<file path="src/rtl/systolic_mac_array.sv">
// ============================================================================
// Module  : systolic_mac_array
// Brief   : LANES MAC lanes fed by one skewed B stream, drained serially.
//           Optional saturation: define MAC_ARRAY_SAT_EN (default wraps).
// Revision: 1.0 - initial release
// ============================================================================
`default_nettype none

module systolic_mac_array #(
  parameter int LANES  = 8,
  parameter int DATA_W = 8,
  parameter int ACC_W  = 24
) (
  input  logic                      clk,
  input  logic                      rst,
  input  logic                      i_start,
  input  logic                      i_signed_mode,
  input  logic                      i_b_valid,
  output logic                      o_b_ready,
  input  logic [DATA_W-1:0]         i_b_in,
  input  logic                      i_b_last,
  input  logic [LANES-1:0]          i_a_valid,
  output logic [LANES-1:0]          o_a_ready,
  input  logic [LANES*DATA_W-1:0]   i_a_in,
  output logic                      o_res_valid,
  input  logic                      i_res_ready,
  output logic [ACC_W-1:0]          o_res_data,
  output logic [$clog2(LANES)-1:0]  o_res_lane,
  output logic [LANES-1:0]          o_underrun,
  output logic                      o_busy
);

  localparam int                LANE_W      = $clog2(LANES);
  localparam logic [LANE_W-1:0] c_LAST_LANE = LANE_W'(LANES - 1);

  typedef enum logic [1:0] {S_IDLE, S_RUN, S_FLUSH, S_DRAIN} state_t;

  state_t                 r_state;
  logic                   r_signed;
  logic [DATA_W-1:0]      r_b_data [LANES];
  logic [LANES-1:0]       r_b_vld;
  logic [LANES-1:0]       r_b_last;
  logic [ACC_W-1:0]       r_acc [LANES];
  logic [LANES-1:0]       r_underrun;
  logic [LANE_W-1:0]      r_lane;
  logic [LANES*ACC_W-1:0] w_acc_next;
  logic                   w_b_accept;

  assign o_b_ready   = (r_state == S_RUN);
  assign w_b_accept  = o_b_ready && i_b_valid;
  assign o_a_ready   = r_b_vld;
  assign o_busy      = (r_state != S_IDLE);
  assign o_res_valid = (r_state == S_DRAIN);
  assign o_res_lane  = r_lane;
  assign o_res_data  = o_res_valid ? r_acc[r_lane] : '0;
  assign o_underrun  = r_underrun;

  for (genvar gi = 0; gi < LANES; gi++) begin : g_lane
    logic [DATA_W-1:0]   w_a;
    logic [2*DATA_W-1:0] w_a_ext;
    logic [2*DATA_W-1:0] w_b_ext;
    logic [2*DATA_W-1:0] w_prod;
    logic [ACC_W:0]      w_term;
    logic [ACC_W:0]      w_sum;

    assign w_a     = i_a_in[gi*DATA_W +: DATA_W];
    // Extending operands to 2*DATA_W first makes the low half of a plain
    // multiply correct for both signed and unsigned operands.
    assign w_a_ext = {{DATA_W{r_signed & w_a[DATA_W-1]}}, w_a};
    assign w_b_ext = {{DATA_W{r_signed & r_b_data[gi][DATA_W-1]}}, r_b_data[gi]};
    assign w_prod  = w_a_ext * w_b_ext;
    assign w_term  = {{(ACC_W+1-2*DATA_W){r_signed & w_prod[2*DATA_W-1]}}, w_prod};
    assign w_sum   = {r_signed & r_acc[gi][ACC_W-1], r_acc[gi]} + w_term;

`ifdef MAC_ARRAY_SAT_EN
    logic             w_ovf;
    logic [ACC_W-1:0] w_limit;

    assign w_ovf   = r_signed ? (w_sum[ACC_W] != w_sum[ACC_W-1]) : w_sum[ACC_W];
    assign w_limit = !r_signed     ? {ACC_W{1'b1}} :
                     w_sum[ACC_W]  ? {1'b1, {(ACC_W-1){1'b0}}} :
                                     {1'b0, {(ACC_W-1){1'b1}}};
    assign w_acc_next[gi*ACC_W +: ACC_W] = w_ovf ? w_limit : w_sum[ACC_W-1:0];
`else
    assign w_acc_next[gi*ACC_W +: ACC_W] = w_sum[ACC_W-1:0];
`endif
  end

  always_ff @(posedge clk or posedge rst) begin
    if (rst) begin
      r_state    <= S_IDLE;
      r_signed   <= 1'b0;
      r_b_vld    <= '0;
      r_b_last   <= '0;
      r_underrun <= '0;
      r_lane     <= '0;
      for (int i = 0; i < LANES; i++) begin
        r_b_data[i] <= '0;
        r_acc[i]    <= '0;
      end
    end else begin
      r_b_vld     <= {r_b_vld[LANES-2:0], w_b_accept};
      r_b_last    <= {r_b_last[LANES-2:0], w_b_accept & i_b_last};
      r_b_data[0] <= i_b_in;
      for (int i = 1; i < LANES; i++) r_b_data[i] <= r_b_data[i-1];

      for (int i = 0; i < LANES; i++) begin
        if (r_b_vld[i]) begin
          if (i_a_valid[i]) r_acc[i] <= w_acc_next[i*ACC_W +: ACC_W];
          else              r_underrun[i] <= 1'b1;
        end
      end

      case (r_state)
        S_IDLE: begin
          if (i_start) begin
            r_state    <= S_RUN;
            r_signed   <= i_signed_mode;
            r_underrun <= '0;
            r_lane     <= '0;
            for (int i = 0; i < LANES; i++) r_acc[i] <= '0;
          end
        end
        S_RUN: begin
          if (w_b_accept && i_b_last) r_state <= S_FLUSH;
        end
        S_FLUSH: begin
          // The last token's accumulate into lane LANES-1 lands this same edge.
          if (r_b_vld[LANES-1] && r_b_last[LANES-1]) r_state <= S_DRAIN;
        end
        S_DRAIN: begin
          if (i_res_ready) begin
            if (r_lane == c_LAST_LANE) begin
              r_state <= S_IDLE;
              r_lane  <= '0;
            end else begin
              r_lane <= r_lane + 1'b1;
            end
          end
        end
        default: r_state <= S_IDLE;
      endcase
    end
  end

endmodule

`default_nettype wire

</file>
<file path="config.mk">
export PLATFORM = sky130hd
export DESIGN_NAME = systolic_mac_array
export DESIGN_NICKNAME = d
export VERILOG_FILES = /design/src/rtl/systolic_mac_array.sv
export SDC_FILE = /design/constraint.sdc
export NUM_CORES = 2
export LEC_CHECK = 0
export CAP_MARGIN = 15
export CORE_MARGIN = 4
export CORE_UTILIZATION = 45
export CTS_CLUSTER_SIZE = 30
export DETAILED_ROUTE_END_ITERATION = 10
export PLACE_DENSITY = 0.69
export SLEW_MARGIN = 25
export SYNTH_ARGS = -nofsm -noshare
export SYNTH_HDL_FRONTEND = slang
export SYNTH_SLANG_ARGS = --single-unit
</file>
<file path="constraint.sdc">
create_clock -name clk -period 10.03 [get_ports clk]
set_input_delay 2.006 -clock clk [delete_from_list [all_inputs] [get_ports clk]]
set_output_delay 2.006 -clock clk [all_outputs]
set_load 0.02 [all_outputs]
</file>
==> summary.txt <==
I/O Pins: 133
hpwl dp: 84,000 um
final antenna-violating net count: 0
number of cell rows: 110
max_cap viols: 0
Hold Violations, Final: 0
synthesized area: 41,100 um^2
syn nets: 5,597
status: finished, final reports clean
vias per std cell: 5.43
Worst-Skew Late Latency: 570 ps
CP Capture Type: register
Num CTS Buffers: 37
Max stage delay cell, worst path: clkdlybuf4s50_1
final setup TNS: 0 ps
routed wire length per instance: 18.0 um
DP Worst Slack: 834 ps
placed cell count: 5,770
DR pass1 iterations: 6
vias in the first global route: 31,727
DRC viols: 0
Tmin final: 8700 ps
Least-Margin Pin Slew: 1020 ps
final clock period utilization by the worst path: 0.867
final worst setup slack: 1330 ps
final wirelength: 105,000 um
critical path class: primary input to register
Clock Tree Buf Depth: 3
n_diodes: 0
total core area: 90,300 um^2
Req. time, crit path: 10,490 ps
sequential area share after synthesis: 0.174
initial antenna violation count: 5
Gate Count Post-Synth: 4,598
routed via count: 31,662
final setup fails: 0
ys flop type: dfrtp_1
GRT overflow: 0
worst path cell trace: clkdlybuf4s50_1 > and2_1 > nand2_1 > fa_1 > inv_1 > fa_1 > fa_1 > fa_1 > inv_1 > fa_1 > inv_1 > ha_1 > o21a_1 > o31a_1 > o41ai_2 > o21ai_1 > xnor2_2 > ha_1 > a21oi_1 > inv_1 > a41o_1 > or4_1 > and3_1 > o21a_1
CTS Hold Bufs: 0
Synth cell types: 89
Die Y-Extent: 310 um
Worst path max stage delay: 660 ps
most used cell, CP: fa_1
Root Driver: clkbuf_16
Hold Path Class: register to register
first-pass GRT wire length: 171,000 um
synthesis-to-layout area growth: 8.72%
Worst EP arrival: 9160 ps
Post-synth ARST share: 1.00
top cells by area, synth: fa_1, dfrtp_1, ha_1
Layout Nets: 5,633
Worst setup SP type: primary input
area leader, netlist: fa_1
Total GRT Usage: 0.222
synthesis-stage register bit count: 286
CTS tree: built
Initial DRC Count: 2,304
post-CTS setup buffers: 0
RSZ-0062 raised after global routing: no
Final Wtd Congestion: 0.910
Initial Utilization: 0.455
post_cts resized: 0
H-tree levels: 2
share of the synthesized area in the top cell type: 0.249
Clock Sink Count: 286
Post-synth EDFFs: 0
layout cells sized above 1: 0.0388
Worst Clk Skew: 22.0 ps
Pins Over Slew Limit: 0
count of input and output buffers: 132
Max FO, Critical Path: 10
fmax: 115 MHz
filler-free cell count of the finished design: 5,835
clk slew on worst S/H paths: 60 ps
slew margin rel.: 0.313
Die Wd: 310 um
pin count of the biggest net entering global routing: 170
die area: 96,200 um^2
yosys warns: 0
Avg Cell Area, Syn: 8.94 um^2
==> layer usage <==
layer  vias to the layer above  share of wire  global-route usage
met5                         -              0                   0
met4                         0          0.026              0.0565
met3                       145          0.059              0.0331
met2                       797           0.48               0.376
met1                     15753           0.43               0.301
li1                      14967              -                   -
==> flip-flops by register name, summed over array words and instances, names as in the netlist <==
register	count
o_a_ready	8
o_res_lane	3
o_underrun	8
g_lane.w_b_ext	64
r_state	2
r_signed	1
r_b_last	8
r_acc	192
==> worst paths after layout <==
kind,startpoint,endpoint,slack (ps),depth (start not counted)
hold reg to reg,r_b_last[0]$_DFF_PP0_,r_b_last[1]$_DFF_PP0_,350,0
min in group asynchronous,rst,o_a_ready[0]$_DFF_PP0_,1960,2
hold / removal,r_b_last[0]$_DFF_PP0_,r_b_last[1]$_DFF_PP0_,350,0
setup reg to reg,r_signed$_DFFE_PP0P_,r_acc[136]$_DFF_PP0_,2050,25
setup / recovery,i_a_in[55],r_acc[43]$_DFF_PP0_,1330,24
max in group asynchronous,rst,g_lane[5].w_b_ext[5]$_DFF_PP0_,6580,4
==> worst max-delay path, delay by kind of cell <==
family                     cells  cell delay, ps
AOI/OAI and AO/OA              7            1530
xor gates and xnor gates       1             370
adders and majority gates      7            3210
buffers and inverters          5             910
and+or+nand+nor                4            1130
==> placed cells by master, fill, tap and decap left out, drive strengths merged, types with 25 or more instances in the layout <==
master         instances
a211oi                36
a21boi                32
a21o                  38
a21oi                258
and2                 335
and3                  34
clkbuf                51
clkdlybuf4s50        132
dfrtp                286
fa                   512
ha                   400
inv                  722
mux2i                 37
mux4                  48
nand2                569
nand2b                46
nand3                 64
nand4                 25
nor2                 227
nor2b                 30
nor3                  75
o21a                  51
o21ai                101
o21bai                41
or2                   31
or3                   43
xnor2                190
xor2                  39
==> final cells by class <==
class | count | area, um^2
clock buffer | 51 | 1060
clock inverter | 13 | 128
fill | 8463 | 45600
inverter | 719 | 2710
multi-input combinational | 3441 | 30700
sequential | 286 | 7160
tap | 1176 | 1470
timing repair buffer | 149 | 1480
==> logic make-up after synthesis <==
logic type / Yosys count / share of synthesized area
buffers and inverters: 871 / 0.0797
AOI/OAI and AO/OA: 670 / 0.104
muxes: 86 / 0.0356
xor gates and xnor gates: 230 / 0.0495
DFF: 286 / 0.174
and+or+nand+nor: 1543 / 0.185
adders and majority gates: 912 / 0.371
==> synthesized netlist by cell type (46+ instances only) <==
cell type / n
a21oi_1: 258
inv_1: 717
o21a_1: 51
nor3_1: 74
xnor2_1: 189
clkbuf_1: 140
o21ai_0: 93
nand3_1: 64
and2_1: 331
nand2b_1: 46
fa_1: 512
nand2_1: 567
dfrtp_1: 286
ha_1: 400
mux4_2: 48
nor2_1: 227
==> per-stage QoR <==
stage	hold WS [ps]	cell area (um^2)	utilization
finish	349	44700	0.495
global route	354	44700	0.495
CTS	344	44600	0.494
detailed placement	336	43500	0.481
global placement	335	43500	0.481
floorplan	331	41100	-
Power is not shown: default switching activity piles up to over one toggle a cycle in this logic, so the estimate is an artifact.
